[src/rtl/psum_sched.sv]
// Round-robin scheduler that shares one psum_acc among NUM_REQ producers: it stages one
// requester's ACC_NUM beats, replays them as a gap-free burst, then returns the tagged sum.
module psum_sched #(
    parameter int unsigned NUM_REQ = 4,
    parameter int unsigned ACC_NUM = 3,
    parameter int unsigned DW      = 8
) (
    input  logic                       clk,
    input  logic                       rst,
    input  logic [NUM_REQ-1:0]         req_valid,
    output logic [NUM_REQ-1:0]         req_ready,
    input  logic [NUM_REQ*DW-1:0]      req_data,
    output logic                       acc_en,
    output logic [DW-1:0]              acc_psum,
    input  logic [DW-1:0]              acc_sum,
    output logic                       res_valid,
    input  logic                       res_ready,
    output logic [DW-1:0]              res_data,
    output logic [$clog2(NUM_REQ)-1:0] res_id,
    output logic                       busy
);

    localparam int unsigned IDW = $clog2(NUM_REQ);
    localparam int unsigned CW  = (ACC_NUM > 1) ? $clog2(ACC_NUM) : 1;
    localparam logic [CW-1:0]  LastCnt = CW'(ACC_NUM - 1);
    localparam logic [IDW-1:0] LastId  = IDW'(NUM_REQ - 1);

    typedef enum logic [2:0] {StIdle, StCollect, StBurst, StCapture, StResult} state_e;

    state_e         state_q, state_d;
    logic [IDW-1:0] gnt_q, gnt_d;
    logic [IDW-1:0] rr_ptr_q, rr_ptr_d;
    logic [IDW-1:0] res_id_q, res_id_d;
    logic [CW-1:0]  cnt_q, cnt_d;
    logic [DW-1:0]  stage_q [ACC_NUM];
    logic [DW-1:0]  stage_d [ACC_NUM];
    logic [DW-1:0]  res_data_q, res_data_d;

    logic           found;
    logic [IDW-1:0] pick;
    logic [IDW-1:0] idx;

    // Circular search for the first valid requester at or after rr_ptr.
    always_comb begin
        found = 1'b0;
        pick  = '0;
        idx   = rr_ptr_q;
        for (int unsigned i = 0; i < NUM_REQ; i++) begin
            if (!found && req_valid[idx]) begin
                found = 1'b1;
                pick  = idx;
            end
            idx = (idx == LastId) ? '0 : idx + 1'b1;
        end
    end

    always_comb begin
        state_d    = state_q;
        gnt_d      = gnt_q;
        rr_ptr_d   = rr_ptr_q;
        cnt_d      = cnt_q;
        stage_d    = stage_q;
        res_data_d = res_data_q;
        res_id_d   = res_id_q;
        req_ready  = '0;
        acc_en     = 1'b0;
        acc_psum   = '0;

        unique case (state_q)
            StIdle: begin
                if (found) begin
                    gnt_d   = pick;
                    state_d = StCollect;
                end
            end
            StCollect: begin
                req_ready[gnt_q] = 1'b1;
                if (req_valid[gnt_q]) begin
                    stage_d[cnt_q] = req_data[32'(gnt_q) * DW +: DW];
                    if (cnt_q == LastCnt) begin
                        cnt_d   = '0;
                        state_d = StBurst;
                    end else begin
                        cnt_d = cnt_q + 1'b1;
                    end
                end
            end
            StBurst: begin
                acc_en   = 1'b1;
                acc_psum = stage_q[cnt_q];
                if (cnt_q == LastCnt) begin
                    cnt_d   = '0;
                    state_d = StCapture;
                end else begin
                    cnt_d = cnt_q + 1'b1;
                end
            end
            StCapture: begin
                // acc_sum still holds the full burst here; the accumulator clears on this edge.
                res_data_d = acc_sum;
                res_id_d   = gnt_q;
                state_d    = StResult;
            end
            StResult: begin
                if (res_ready) begin
                    rr_ptr_d = (gnt_q == LastId) ? '0 : gnt_q + 1'b1;
                    state_d  = StIdle;
                end
            end
            default: state_d = StIdle;
        endcase
    end

    always_ff @(posedge clk) begin
        if (rst) begin
            state_q    <= StIdle;
            gnt_q      <= '0;
            rr_ptr_q   <= '0;
            cnt_q      <= '0;
            res_data_q <= '0;
            res_id_q   <= '0;
            for (int unsigned i = 0; i < ACC_NUM; i++) begin
                stage_q[i] <= '0;
            end
        end else begin
            state_q    <= state_d;
            gnt_q      <= gnt_d;
            rr_ptr_q   <= rr_ptr_d;
            cnt_q      <= cnt_d;
            res_data_q <= res_data_d;
            res_id_q   <= res_id_d;
            stage_q    <= stage_d;
        end
    end

    assign res_valid = (state_q == StResult);
    assign busy      = (state_q != StIdle);
    assign res_data  = res_data_q;
    assign res_id    = res_id_q;

endmodule
[config.mk]
export PLATFORM = sky130hd
export DESIGN_NAME = psum_sched
export DESIGN_NICKNAME = d
export VERILOG_FILES = /design/src/rtl/psum_sched.sv
export SDC_FILE = /design/constraint.sdc
export NUM_CORES = 1
export LEC_CHECK = 0
export BUFFER_PORTS_ARGS = -buffer_cell sky130_fd_sc_hd__buf_2
export CORE_UTILIZATION = 50
export DETAILED_ROUTE_END_ITERATION = 7
export GPL_TIMING_DRIVEN = 0
export PLACE_DENSITY = 0.87
export SETUP_SLACK_MARGIN = 0.1
export SYNTH_ARGS = -nofsm -noshare
export SYNTH_HDL_FRONTEND = slang
export SYNTH_SLANG_ARGS = --single-unit
[constraint.sdc]
create_clock -name clk -period 2.78 [get_ports clk]
set_input_delay 0.556 -clock clk [delete_from_list [all_inputs] [get_ports clk]]
set_output_delay 0.556 -clock clk [all_outputs]
set_load 0.005 [all_outputs]
Word-level counts from Yosys, hierarchy flattened
Index checks and enable logic that the tools add are counted.
{ "word_totals": {"mem_bits_rw": 0, "rom_bits": 0, "latch_bits": 0, "inputBits": 47, "word_cells": 96, "ff_bits": 43, "memories": 0, "output_inout_bits": 25} }
{ "op_classes": {"shifts": 1, "bitwise_logic": 1, "eq_ne": 14, "magnitude_cmp": 8, "add_sub_neg": 5, "n_div": 0, "mux": 42, "n_reduce_logical": 16, "n_mul": 0} }
{ "ops": {"columns": ["cell", "count"], "rows": [
  ["two-way mux 8 bit", 4],
  ["indexed part select 32 x 6 -> 8 bit", 1],
  ["bitwise mux 24 bit", 1],
  ["two-way mux 2 bit", 10],
  ["binary-select mux 8 bit (select 2 bit)", 1],
  ["demux 8 bit (select 2 bit)", 1],
  ["less-than comparator 2 x 3 -> 1 bit (second input constant)", 5],
  ["two-way mux 3 bit", 5],
  ["one-hot mux 3 bit (5 select lines)", 1],
  ["two-way mux 1 bit", 11],
  ["adder 2 x 1 -> 2 bit (second input constant)", 5],
  ["binary-select mux 1 bit (select 2 bit)", 5],
  ["equality test 2 bit (second input constant)", 5],
  ["inequality test 2 bit (second input constant)", 4],
  ["AND reduction 2 bit", 4],
  ["equality test 3 x 2 -> 1 bit (second input constant)", 2],
  ["logical AND 1 bit", 5],
  ["AND reduction 5 bit", 1],
  ["two-way mux 4 bit", 1],
  ["one-hot mux 2 bit (2 select lines)", 1],
  ["equality test 3 x 1 -> 1 bit (second input constant)", 1],
  ["equality test 3 bit (second input constant)", 1],
  ["greater-or-equal comparator 3 bit (second input constant)", 1],
  ["logical NOT 1 bit", 3],
  ["8 further kinds", 8]
]} }

Depth between registers and ports, before layout
{ "depth": {"depth_word": 14, "mapped_depth": 7, "mapped_depth_nobuf": 6} }

Least setup slack after synthesis
Ideal clock, no wire load.
{ "synth_path": {"path_kind": "input-to-reg", "startpoint": "input req_valid[2]", "endpoint": "register gnt_q[0]", "cell_stages": 6, "path_slack_ns": 0.721, "setup_time_ns": 0.132, "path_buffers": 1, "arrival_ns": 1.926, "t_required_ns": 2.648, "path_cell_list": "buf_2 > mux4_2 > o31ai_1 > a211oi_1 > a2111oi_2 > a211oi_2"} }
{ "synth_via": {"elab_chain_cells": 13, "word_cells_on_any_way": 23, "classes_between": "16 x mux; 7 x reduce/logical"} }
{ "synth_rtl": {"columns": ["item", "line_no", "rtl"], "rows": [
  ["start: declaration", "10", "input logic [NUM_REQ-1:0] req_valid,"],
  ["binary-select mux 1 bit (select 2 bit)", "49", "if (!found && req_valid[idx]) begin"],
  ["two-way mux 1 bit (not written as such)", "49", null],
  ["two-way mux 1 bit", "49", null],
  ["logical NOT 1 bit", "49", null],
  ["logical AND 1 bit", "49", null],
  ["two-way mux 1 bit", "49", null],
  ["logical NOT 1 bit", "49", null],
  ["logical AND 1 bit", "49", null],
  ["two-way mux 1 bit", "49", null],
  ["logical NOT 1 bit", "49", null],
  ["logical AND 1 bit", "49", null],
  ["two-way mux 1 bit", "49", null],
  ["AND reduction 2 bit (no source line)", null, null],
  ["end signal: assignment", "127", "gnt_q <= gnt_d;"],
  ["end: declaration", "31", "logic [IDW-1:0] gnt_q, gnt_d;"]
]} }
Several ways; a longest one is shown, not always the timed one. The select of a mux whose other input is x is not followed.
A chain may end at the register's enable or synchronous reset.

Worst setup path after layout
{ "layout_path": {"startpoint": "register cnt_q[1]", "endpoint": "output acc_psum[1]"} }
{ "layout_via": {"elab_chain_cells": 5} }
{ "layout_rtl": {"columns": ["item", "line_no", "rtl"], "rows": [
  ["start: declaration", "34", "logic [CW-1:0] cnt_q, cnt_d;"],
  ["start signal: assignment", "129", "cnt_q <= cnt_d;"],
  ["NOT 2 -> 3 bit (not written as such)", "90", "acc_psum = stage_q[cnt_q];"],
  ["binary-select mux 8 bit (select 2 bit)", "90", null],
  ["two-way mux 8 bit (not written as such) (2 in a row)", "90", null],
  ["two-way mux 8 bit", "69", "unique case (state_q)"],
  ["end: declaration", "14", "output logic [DW-1:0] acc_psum,"]
]} }
No other way between the ends. The select of a mux whose other input is x is not followed.

==> run metrics <==
CTS root buffer clkbuf_8; Rows 25; worst-path fanout max 10; Yosys cell types 46; drt wl/cell 14.0 um; Slew Limit Fails 0; Slew Limit Headroom 0.541; FF+latch count, synth 43; mapped cell area 0.00248 mm2; # port buffers 68; DP Cell Count 399; Util after Layout 0.629; Main synth FF type dfxtp_1; later-pin clock latency in the skew report 0.30 ns; final worst path period share 0.869; P_leak 1.46 nW; Diodes inserted 0; # hold bufs at CTS 0; top post-synthesis cells by area dfxtp_1 35%, mux2i_1 17%, mux4_2 9.1%, nor2_1 8.8%, a21oi_1 3.4%; WP data arrival 1.86 ns; CTS Buf Count 5; Worst setup EP type output port; PwrDens 426 mW/mm2; detailed-route vias per instance 5.52; vias in the first global route 2071; Hold Crit Class flop to flop; Total Neg Setup Slack 0 ns; type of origin of the critical path flop; core region area 0.00475 mm2; unrepaired setup endpoints after global routing no; fill count 405; clk_skew 0.00541 ns; Syn. warnings 0; Post-CTS Setup Inserts 0; CTS sink count 43; die area 0.00524 mm2; dpl cell area 0.00290 mm2; Worst Tran Pin Value 0.689 ns; CTS clk-pin slew, worst paths 0.08 ns; final hold vios 0; WS Path Type flop to output port; asr flop ratio synth 0; status finished, final reports clean; number of synthesized flops with an enable pin 0; post-CTS sizing 0; synthesized instance count 264; Detail Route Antenna Nets 0; max cap viols 0; All-Layer GR Usage 0.228; layout cells sized above 1 0.303; worst vdd ir 0.000344 V; sequential share of the synthesized area 0.347; Commonest cells post-synth 58 x nor2_1, 43 x dfxtp_1, 43 x mux2i_1; First-pass DRT Iterations 4; DR iter-0 viols 140; Placer Congestion 0.810; area grow syn2layout 20.7%; Vias 2246; Initial Utilization 0.521; global-route wire length before repair 9.25 mm; DRT Wirelength 5.70 mm; Final Non-Filler Cells 407; final instance area 0.00299 mm2; Max Root-Sink Buffers 2; CTS tree yes; H-tree levels 2; area share of the largest cell type after synthesis 0.347; I/O Pins 72; final net count 391; die extent in x 72.4 um; most frequent cell after synthesis nor2_1; initial antenna violation count 0; # setup viols final 0; Net Count, Synth 316; grt ovf 0; DP HPWL 4.17 mm; min Tclk post-route 2.42 ns; Die Height 72.4 um; CP required 2.22 ns; Yosys top cell by area dfxtp_1; f_max 414 MHz; syn avg cell area 9.38 um2; pin count of the biggest net entering global routing 15; DRC 0
-- final timing paths --
path         cells past startpoint        start  slack (ns)           to
max                              6     cnt_q[1]        0.36  acc_psum[1]
min                              2  stage_q[15]        0.47  stage_q[15]
max reg2reg                      6  rr_ptr_q[1]        0.54     gnt_q[0]
min reg2reg                      2  stage_q[15]        0.47  stage_q[15]
-- worst max-delay path, stage by stage (launching register included) --
cell and delay, ns:
dfxtp_1 0.36, buf_1 0.54, mux2i_1 0.25, nor2_1 0.07, a21oi_1 0.13, nor2_1 0.05, buf_2 0.14
-- where the power goes --
part           internal [mW]  switching, mW
clock network          0.175          0.220
logic                  0.109          0.124
registers              0.634         0.0128
total                  0.918          0.356
-- logic make-up after synthesis --
family | share of synthesized area
compound gates | 0.113
fa+ha+maj | 0.0253
buf+inv | 0.0409
mux | 0.275
simple gates | 0.195
xor+xnor | 0.00354
flops | 0.347
-- routing by layer --
metal / part of all wire / track usage / routed length (um) / vias up
met2: 0.51 / 0.389 / 2900 / 85
li1: - / - / - / 1082
met3: 0.055 / 0.0486 / 311 / 14
met5: 0 / 0 / 0 / -
met4: 0.027 / 0.120 / 153 / 0
met1: 0.41 / 0.269 / 2330 / 1065
-- area by class of cell --
type / instances / area (um2) / area share
Buffer: 19 / 86.3 / 0.0289
Sequential cell: 43 / 861 / 0.288
Clock buffer: 5 / 68.8 / 0.0230
Tap cell: 67 / 83.8 / 0.0280
Inverter: 4 / 15.0 / 0.00502
Multi-Input combinational cell: 198 / 1520 / 0.507
Timing Repair Buffer: 68 / 340 / 0.114
Clock inverter: 3 / 20.0 / 0.00669
-- per-stage QoR --
| stage | total power, mW | worst slack [ns] | hold WS, ns |
|---|---|---|---|
| floorplan | 0.819 | 0.721 | 0.436 |
| global placement | 0.885 | 0.580 | 0.444 |
| detailed placement | 0.893 | 0.559 | 0.456 |
| CTS | 1.28 | 0.341 | 0.467 |
| global route | 1.33 | 0.200 | 0.484 |
| finish | 1.27 | 0.365 | 0.469 |
-- layout by cell type (no fill, tap or decap), drive strengths merged, types with 3 or more instances in the layout --
cell,Yosys,final
a211oi,3,3
clkbuf,8,13
ha,5,5
and2,6,6
buf,11,79
nor3,4,4
nand2,13,13
nor2,59,59
nor3b,3,3
inv,4,4
dfxtp,43,43
mux4,10,10
nand2b,4,4
mux2i,43,43
a21oi,17,17
-- registers in the layout, indices dropped and copies added (netlist names) --
signal / cells
res_id: 2
gnt_q: 2
rr_ptr_q: 2
res_data: 8
state_q: 3
stage_q: 24
cnt_q: 2
(Power assumes the default switching activity.)
